$ cat config.mk
export PLATFORM = sky130hd
export DESIGN_NAME = relogio_ctrl
export DESIGN_NICKNAME = d
export VERILOG_FILES = /design/src/rtl/relogio_ctrl.sv
export SDC_FILE = /design/constraint.sdc
export NUM_CORES = 1
export LEC_CHECK = 0
export BUFFER_PORTS_ARGS = -buffer_cell sky130_fd_sc_hd__buf_2
export CORE_MARGIN = 4
export CORE_UTILIZATION = 36
export DETAILED_ROUTE_END_ITERATION = 16
export PLACE_DENSITY = 0.64
export SYNTH_ARGS = -nofsm -noshare
export SYNTH_HDL_FRONTEND = slang
export SYNTH_SLANG_ARGS = --single-unit
$ cat constraint.sdc
create_clock -name clk -period 3.5 [get_ports clk]
set_input_delay 0.7 -clock clk [delete_from_list [all_inputs] [get_ports clk]]
set_output_delay 0.7 -clock clk [all_outputs]
set_load 0.01 [all_outputs]
$ cat src/rtl/relogio_ctrl.sv
// Time-set and tick controller for the HH:MM:SS counter: 1 Hz tick prescaler,
// hours/minutes edit FSM with blink and inactivity timeout, and a one-cycle load strobe.
module relogio_ctrl #(
    parameter int DIV_TICK  = 50_000_000,
    parameter int BLINK_DIV = 25_000_000,
    parameter int TIMEOUT_S = 10
) (
    input  logic       clk,
    input  logic       rst_n,
    input  logic       btn_mode,
    input  logic       btn_inc,
    input  logic [4:0] hora_atual,
    input  logic [5:0] min_atual,
    output logic       tick_en,
    output logic       load,
    output logic [4:0] hora_set,
    output logic [5:0] min_set,
    output logic [5:0] seg_set,
    output logic [1:0] modo,
    output logic       blink
);

    localparam int PW = (DIV_TICK > 1) ? $clog2(DIV_TICK) : 1;
    localparam int BW = $clog2(BLINK_DIV + 1);
    localparam int TW = $clog2(TIMEOUT_S + 1);

    localparam logic [PW-1:0] P_LAST = PW'(DIV_TICK - 1);
    localparam logic [BW-1:0] B_LAST = BW'(BLINK_DIV - 1);
    localparam logic [TW-1:0] T_LAST = TW'(TIMEOUT_S - 1);

    typedef enum logic [1:0] {
        RUN   = 2'b00,
        SET_H = 2'b01,
        SET_M = 2'b10
    } state_t;

    state_t        state_reg;
    logic [PW-1:0] pcnt_reg;
    logic [BW-1:0] bcnt_reg;
    logic [TW-1:0] tcnt_reg;
    logic          tick_en_reg;
    logic          load_reg;
    logic          blink_reg;
    logic [4:0]    hora_set_reg;
    logic [5:0]    min_set_reg;
    logic          sec_pulse;

    assign sec_pulse = (pcnt_reg == P_LAST);

    always_ff @(posedge clk) begin
        if (!rst_n) begin
            state_reg    <= RUN;
            pcnt_reg     <= '0;
            bcnt_reg     <= '0;
            tcnt_reg     <= '0;
            tick_en_reg  <= 1'b0;
            load_reg     <= 1'b0;
            blink_reg    <= 1'b0;
            hora_set_reg <= '0;
            min_set_reg  <= '0;
        end else begin
            pcnt_reg    <= sec_pulse ? '0 : pcnt_reg + 1'b1;
            tick_en_reg <= 1'b0;
            load_reg    <= 1'b0;

            case (state_reg)
                RUN: begin
                    blink_reg   <= 1'b0;
                    bcnt_reg    <= '0;
                    tcnt_reg    <= '0;
                    tick_en_reg <= sec_pulse;
                    if (btn_mode) begin
                        state_reg    <= SET_H;
                        hora_set_reg <= hora_atual;
                        min_set_reg  <= min_atual;
                        blink_reg    <= 1'b1;
                    end
                end

                SET_H, SET_M: begin
                    if (bcnt_reg == B_LAST) begin
                        bcnt_reg  <= '0;
                        blink_reg <= ~blink_reg;
                    end else begin
                        bcnt_reg <= bcnt_reg + 1'b1;
                    end

                    // Mode has priority over increment; any press restarts the timeout.
                    if (btn_mode) begin
                        tcnt_reg <= '0;
                        bcnt_reg <= '0;
                        if (state_reg == SET_H) begin
                            state_reg <= SET_M;
                            blink_reg <= 1'b1;
                        end else begin
                            state_reg <= RUN;
                            blink_reg <= 1'b0;
                            load_reg  <= 1'b1;
                            pcnt_reg  <= '0;
                        end
                    end else if (btn_inc) begin
                        tcnt_reg <= '0;
                        if (state_reg == SET_H)
                            hora_set_reg <= (hora_set_reg >= 5'd23) ? 5'd0 : hora_set_reg + 5'd1;
                        else
                            min_set_reg <= (min_set_reg >= 6'd59) ? 6'd0 : min_set_reg + 6'd1;
                    end else if (sec_pulse) begin
                        if (tcnt_reg == T_LAST) begin
                            state_reg <= RUN;
                            blink_reg <= 1'b0;
                            bcnt_reg  <= '0;
                            tcnt_reg  <= '0;
                        end else begin
                            tcnt_reg <= tcnt_reg + 1'b1;
                        end
                    end
                end

                default: state_reg <= RUN;
            endcase
        end
    end

    assign tick_en  = tick_en_reg;
    assign load     = load_reg;
    assign hora_set = hora_set_reg;
    assign min_set  = min_set_reg;
    assign seg_set  = 6'd0;
    assign modo     = state_reg;
    assign blink    = blink_reg;

endmodule

==> impl_metrics.tcl, run 1 <==
set metrics [dict create \
    io_pins 37 \
    drtIter0Drc 174 \
    max_stage_delay_ps 600 \
    vias 3373 \
    coreArea_um2 10320 \
    switchingPower_uw 485.6 \
    cp_max_fo 24 \
    wl_per_cell_um 13.63 \
    finalCriticalPeriod_ps 2878 \
    cp_slowest_cell "nor4_4" \
    path_cells "ha_1, nand2_1, or4b_4, nor4_4, nor2_2, and3_1, a211o_1" \
    largest_reg_flops 26 \
    vias_per_cell 5.354 \
    clk_pin_slew_ps 80 \
    synth_commonest_cells "dfxtp_1, nor2_1, nand2_1" \
    antenna_found_initial 0 \
    crit_type "reg -> reg" \
    grt_overflow 0 \
    fin_hold_ws_ps 478.2 \
    synth.most_common_cell "dfxtp_1" \
    final-setup-viol-count 0 \
    drive_gt1_frac 0.1194 \
    cts_resized 0 \
    multiInputGateArea_um2 2251 \
    cts_root_buf "clkbuf_8" \
    ys_warn_count 0 \
    synth_cells 466 \
    synth_edf_count 0 \
    hp-class "reg -> reg" \
    area_delta_synth_final_pct 12.20 \
    firstDrtPassIters 4 \
    slew_viol_final 0 \
    start_util 0.3686 \
    dp_hpwl_um 6042 \
    cts_setup_buffers 0 \
    clkSinkCount 71 \
    max_cap_violations 0 \
    synth.area.top_cells "dfxtp_1, nor2_1, nand2_1" \
    internal_power_mw 1.340 \
    avgSynthCellArea_um2 8.165 \
    rows 37 \
    numCtsBuffers 9 \
    filler_cell_count 1037 \
    clock_path_buffers 2 \
    synth_top_area_cell "dfxtp_1" \
    grt_pass1_vias 3133 \
    diodes 0 \
    final_antenna_net_count 0 \
    finish.net_count 514 \
    clk_latency_ps 350 \
    yosysSeqAreaShare 0.3736 \
    status "finished, final reports clean" \
    ys_ff_latch 71 \
    regArea_um2 1421 \
    place_congestion 0.8541 \
    routed_wirelength_um 8590 \
    vdd_drop_max_mv 0.1794 \
    power.share.sequential 0.471 \
    setup_tns_ps 0 \
    synth_cell_types 57 \
    hold_viol 0 \
    syn_area_um2 3805 \
    p_leak_nw 1.714 \
    dieArea_um2 12280 \
    fmax_mhz 347.5 \
    clock-skew-final_ps 13.73 \
    synth_top_cell_area_share 0.3736 \
    end_kind "register" \
    grt_max_degree 36 \
    switching_share 0.2660 \
    chipWidth_um 110.8 \
    grt_pass1_wl_um 14630 \
    synth_flop_cell "dfxtp_1" \
    critPathLaunchType "register" \
    grt.total_usage 0.1403 \
    port_buffers 30 \
    cts_hold_buf 0 \
    worst_ep_required_time_ps 3750 \
    drc_errors 0 \
    slew_headroom 0.3864 \
    rsz0062_at_grt "no" \
    comb_power_share 0.115 \
    fin_crit_sh 0.8223 \
    worstMarginPinSlew_ps 919.4 \
    clockPowerShare 0.414 \
    cts_tree "built" \
    arrival_ps 3130 \
    power.density_nw_per_um2 427.6 \
    cts.htree.levels 3 \
    die_h_um 110.8 \
    async_reset_ff_frac 0 \
]
-- final timing paths --
check	from	end	slack, ps	cells after the start
setup / recovery	pcnt_reg[0]	bcnt_reg[20]	620	7
hold / removal	bcnt_reg[21]	bcnt_reg[21]	480	1
setup reg to reg	pcnt_reg[0]	bcnt_reg[20]	620	7
hold reg to reg	bcnt_reg[21]	bcnt_reg[21]	480	1
-- cells by family (layout without fill, tap and decap cells) --
logic type      after synthesis  in the layout  synth area share
xor+xnor                     29             29           0.06675
flops                        71             71            0.3736
compound gates               87             87            0.1621
fa+ha+maj                    10             10           0.03288
buf+inv                      34             57           0.03979
simple gates                234            234            0.3239
other cells                   1              6         0.0009856
-- critical path, delay by kind of cell (launching register included) --
family	cells	cell delay, ps
adders and majority gates	1	280
and+or+nand+nor	5	1830
AOI/OAI and AO/OA	1	250
DFF	1	390
-- layout by cell type, fill, tap and decap left out, types with 3 or more instances in the layout --
master	netlist	routed
a21boi_0	3	3
a21o_1	4	4
a21oi_1	9	9
a22o_1	5	5
a22oi_1	3	3
a31o_1	3	3
a31oi_1	11	11
and2_1	11	11
and3_1	14	14
and4_1	8	8
buf_2	1	30
clkbuf_8	0	10
conb_1	1	6
dfxtp_1	71	71
ha_1	10	10
inv_1	9	9
nand2_1	49	49
nand2b_1	9	9
nand3_1	31	31
nand4_1	12	12
nor2_1	57	57
nor2b_1	4	4
nor3_1	11	11
nor4_1	3	3
nor4b_1	5	5
o211a_1	7	7
o21ai_0	21	21
o2bb2ai_1	5	5
or3_1	3	3
xnor2_1	10	10
xor2_1	19	19
-- power groups by stage --
| stage | Combinational (mW) | Sequential [mW] | Clock, mW |
|---|---|---|---|
| after floorplan | 0.145 | 0.883 | 0 |
| after global placement | 0.204 | 0.877 | 0 |
| after detailed placement | 0.209 | 0.879 | 0 |
| after CTS | 0.211 | 0.860 | 0.776 |
| after global routing | 0.237 | 0.866 | 0.804 |
| final | 0.209 | 0.860 | 0.755 |
-- metal layers --
metal	GRT usage	part of all wire	wire length (um)
met2	0.2310	0.48	4161
met5	0	0	0
met1	0.1767	0.46	3992
met4	0.05419	0.016	140
met3	0.03439	0.034	296
-- stage by stage --
step                        util  std cells  worst slack, ps  instance area, um2  total power [mW]
after CTS                 0.4135        630            632.2                4269             1.847
after detailed placement  0.3915        614            654.9                4041             1.088
after global routing      0.4135        630            426.3                4269             1.907
final                     0.4135        630            622.0                4269             1.825
after global placement    0.3915        614            701.9                4041             1.081
after floorplan                -        471             1075                3824             1.027
-- area by class of cell --
type                            instances  share of cell area
Sequential cell                        71              0.3329
Tap cell                              136             0.03986
Clock inverter                          6             0.02110
Inverter                                9            0.007913
Timing Repair Buffer                   32             0.03869
Clock buffer                           10             0.03224
Multi-Input combinational cell        366              0.5273
Note: power is estimated with default switching activity, not from simulation.
==> run 2: changes to the inputs <==
Clock period 3.5 ns to 2.67 ns, I/O delays scaled along.
==> impl_metrics.tcl, run 2 (synthesized netlist as in run 1, its figures left out) <==
set metrics [dict create \
    largest_reg_flops 26 \
    max_stage_delay_ps 530 \
    final-setup-viol-count 0 \
    clock-skew-final_ps 9.682 \
    drive_gt1_frac 0.1369 \
    hold_viol 0 \
    p_leak_nw 1.758 \
    grt_pass1_wl_um 15040 \
    max_cap_violations 0 \
    place_ws_ps 264.8 \
    grt_max_degree 26 \
    numCtsBuffers 9 \
    fin_crit_sh 0.8970 \
    area_delta_synth_final_pct 14.01 \
    vdd_drop_max_mv 0.3096 \
    fin_ws_ps 275.1 \
    path_depth 8 \
    slew_headroom 0.6151 \
    critical_path_buf_inv_count 1 \
    end_kind "register" \
    finish.net_count 524 \
    setup_tns_ps 0 \
    dieArea_um2 12280 \
    cp_max_fo 15 \
    crit_path_end "bcnt_reg[23]" \
    finalCriticalPeriod_ps 2395 \
    rr_endpoint "bcnt_reg[23]" \
    chipWidth_um 110.8 \
    hp-class "reg -> reg" \
    arrival_ps 2620 \
    vias_per_cell 5.266 \
    path_delay_family "simple AND/OR/NAND/NOR gates" \
    vias 3370 \
    fin_cells 640 \
    rsz0062_at_grt "no" \
    die_h_um 110.8 \
    place_congestion 0.8735 \
    dp.cells 624 \
    status "finished, final reports clean" \
    drc_errors 0 \
    utilization 0.4202 \
    dpl-instance-area_um2 4116 \
    clk_latency_ps 350 \
    cts_resized 0 \
    critPathLaunch "pcnt_reg[0]" \
    fin_hold_ws_ps 487.8 \
    final_antenna_net_count 0 \
    clk_pin_slew_ps 80 \
    rows 37 \
    antenna_found_initial 0 \
    cts.htree.levels 3 \
    crit_type "reg -> reg" \
    diodes 0 \
    wl_per_cell_um 13.51 \
    critPathLaunchType "register" \
    r2r_start "pcnt_reg[0]" \
    worst_ep_required_time_ps 2900 \
    cts_hold_buf 0 \
    design_area_um2 4338 \
    path_cells "ha_1, nand2_1, or4b_4, nor4_4, nor2_2, buf_4, a41oi_1, a31oi_1" \
    p_total_mw 2.367 \
    grt_overflow 0 \
    port_buffers 30 \
    mostFrequentLayoutCells "dfxtp_1, nor2_1, nand2_1" \
    timing.reg2reg.setup_slack_ps 280 \
    cts_setup_buffers 0 \
    start_util 0.3686 \
    cp_slowest_cell "or4b_4" \
    cts_tree "built" \
    grt_pass1_vias 3195 \
    power.density_nw_per_um2 545.7 \
    worstMarginPinSlew_ps 576.7 \
    clock_path_buffers 2 \
    slew_viol_final 0 \
    filler_cell_count 1031 \
    fmax_mhz 417.6 \
    drtIter0Drc 210 \
    coreArea_um2 10320 \
    routed_wirelength_um 8645 \
    firstDrtPassIters 4 \
    cts_root_buf "clkbuf_8" \
    io_pins 37 \
    clkSinkCount 71 \
    final_common_cell "dfxtp_1" \
    grt.total_usage 0.1435 \
    reg2reg_depth 8 \
    dp_hpwl_um 6310 \
]
run 2: cell types whose count changed in the layout (fill, tap and decap cells not counted), sizes merged:
cell      before  now
clkbuf        10    9
inv           11    9
clkinvlp       1    2
clkinv         1    3
buf           32   42
run 2: how the worst min path moves through the flow:
| stage | from | depth (start not counted) | endpoint | slack [ps] |
|---|---|---|---|---|
| floorplan | bcnt_reg[21] | 1 | bcnt_reg[21] | 430 |
| global placement | bcnt_reg[21] | 1 | bcnt_reg[21] | 450 |
| detailed placement | pcnt_reg[0] | 1 | pcnt_reg[0] | 470 |
| CTS | bcnt_reg[21] | 1 | bcnt_reg[21] | 490 |
| global route | hora_atual[1] | 3 | hora_set[1] | 510 |
| finish | pcnt_reg[0] | 1 | pcnt_reg[0] | 490 |
run 2: power by group:
group          internal (mW)  total, mW  switching (mW)
Sequential              1.09       1.13          0.0376
Combinational          0.120      0.287           0.167
Clock                  0.527      0.952           0.425
Total                   1.74       2.37           0.630
run 2: worst register-to-register path: stages, from the launching register on:
cell and delay, ps:
dfxtp_1 390, ha_1 190, nand2_1 70, or4b_4 530
nor4_4 400, nor2_2 210, buf_4 230, a41oi_1 190
a31oi_1 50
run 2: layout make-up:
type	count	area, um2	share of cell area
inverter	9	33.78	0.007788
sequential	71	1421	0.3277
clock inverter	7	97.59	0.02250
timing repair buffer	42	240.2	0.05538
tap	136	170.2	0.03923
clock buffer	9	123.9	0.02855
multi-input combinational	366	2251	0.5189
run 2: routing by layer:
metal  vias up  track usage  share of wire
met4         0      0.03284         0.0093
met5         -            0              0
li1       1719            -              -
met2        57       0.2379           0.48
met1      1583       0.1853           0.47
met3        11      0.04039          0.038
==> run 3: changes to the inputs <==
Settings changed: CORE_MARGIN 4 to default, SLEW_MARGIN from default to 15.
==> impl_metrics.tcl, run 3 (synthesized netlist as in run 1, its figures left out) <==
set metrics [dict create \
    max_cap_violations 0 \
    dp_hpwl_um 6339 \
    clock-skew-final_ps 16.68 \
    vdd_drop_max_mv 0.2469 \
    cts.htree.levels 3 \
    multiInputGateArea_um2 2251 \
    worst_ep_required_time_ps 2910 \
    power.density_nw_per_um2 542.5 \
    clkSinkCount 71 \
    slew_viol_final 0 \
    area_delta_synth_final_pct 13.58 \
    arrival_ps 2750 \
    utilization 0.4205 \
    finalCriticalPeriod_ps 2504 \
    drtIter0Drc 160 \
    routed_wirelength_um 8792 \
    timing.reg2reg.setup_slack_ps 170 \
    filler_cell_count 1053 \
    status "finished, final reports clean" \
    firstDrtPassIters 4 \
    min_from "bcnt_reg[21]" \
    p_total_mw 2.345 \
    cp_max_fo 17 \
    min_path_cells 1 \
    mostFrequentLayoutCells "dfxtp_1, nor2_1, nand2_1" \
    place_congestion 0.8533 \
    final_common_cell "dfxtp_1" \
    final-setup-viol-count 0 \
    start_util 0.3702 \
    drc_errors 0 \
    chipWidth_um 104.8 \
    fin_cells 639 \
    die_h_um 104.8 \
    cts_root_buf "clkbuf_8" \
    holdPathEnd "bcnt_reg[21]" \
    grt_pass1_vias 3257 \
    clock_path_buffers 2 \
    antenna_found_initial 0 \
    critPathLaunchType "register" \
    cts_setup_buffers 0 \
    grt_max_degree 36 \
    vias_per_cell 5.299 \
    port_buffers 30 \
    place_ws_ps 171.2 \
    clk_pin_slew_ps 80 \
    clk_latency_ps 350 \
    grt_pass1_wl_um 14990 \
    diodes 0 \
    fmax_mhz 399.3 \
    largest_reg_flops 26 \
    rr_endpoint "bcnt_reg[20]" \
    regArea_um2 1421 \
    vias 3386 \
    dp.cells 623 \
    hp-class "reg -> reg" \
    dieArea_um2 10980 \
    rsz0062_at_grt "no" \
    cts_hold_buf 0 \
    rows 37 \
    hold_viol 0 \
    setup_tns_ps 0 \
    drive_gt1_frac 0.1332 \
    final_antenna_net_count 0 \
    grt.total_usage 0.1656 \
    grt_overflow 0 \
    wl_per_cell_um 13.76 \
    numCtsBuffers 9 \
    end_kind "register" \
    io_pins 37 \
    r2r_start "pcnt_reg[0]" \
    p_leak_nw 1.749 \
    fin_crit_sh 0.9380 \
    worstMarginPinSlew_ps 675.3 \
    cts_tree "built" \
    fin_ws_ps 165.6 \
    slew_headroom 0.5493 \
    critPathLaunch "pcnt_reg[0]" \
    reg2reg_depth 7 \
    finish.net_count 523 \
    crit_type "reg -> reg" \
    cts_resized 0 \
    coreArea_um2 10280 \
]
[run 3: routing by layer]
layer,vias to the layer above,wire (um),GRT usage
li1,1722,-,-
met1,1608,4240,0.2037
met2,48,4233,0.2838
met3,8,214,0.03868
met4,0,104,0.05433
met5,-,0,0
[run 3: how the worst max path moves through the flow]
stage,endpoint,slack [ps],cells after the start
2_1_floorplan,bcnt_reg[3],250,7
3_3_place_gp,bcnt_reg[20],250,7
3_5_place_dp,bcnt_reg[20],170,7
4_1_cts,bcnt_reg[20],160,7
5_1_grt,bcnt_reg[20],30,7
6_report,bcnt_reg[20],170,7
[run 3: worst max-delay path: stages (launching register included)]
cell,delay (ps)
dfxtp_1,400
ha_1,200
nand2_1,70
or4b_4,530
nor4_4,470
nor2_2,250
and3_1,230
a211o_1,250
[run 3: layout make-up]
cell class	count	area share
clock buffers	10	0.02953
clock inverters	6	0.01969
inverters	9	0.007817
multi-input cells	366	0.5208
flip-flops and latches	71	0.3289
well taps	136	0.03937
repair buffers	41	0.05385
[run 3: through the flow]
| step | hold slack (ps) | cell area (um2) |
|---|---|---|
| floorplan | 433.9 | 3824 |
| global placement | 453.7 | 4109 |
| detailed placement | 461.9 | 4109 |
| CTS | 478.3 | 4322 |
| global route | 497.9 | 4322 |
| finish | 483.4 | 4322 |
[run 3: power by group]
group	internal (mW)	switching, mW	leakage, nW	total [mW]
registers	1.09	0.0394	0.575	1.13
clock network	0.523	0.402	0.102	0.925
logic	0.120	0.169	1.07	0.289
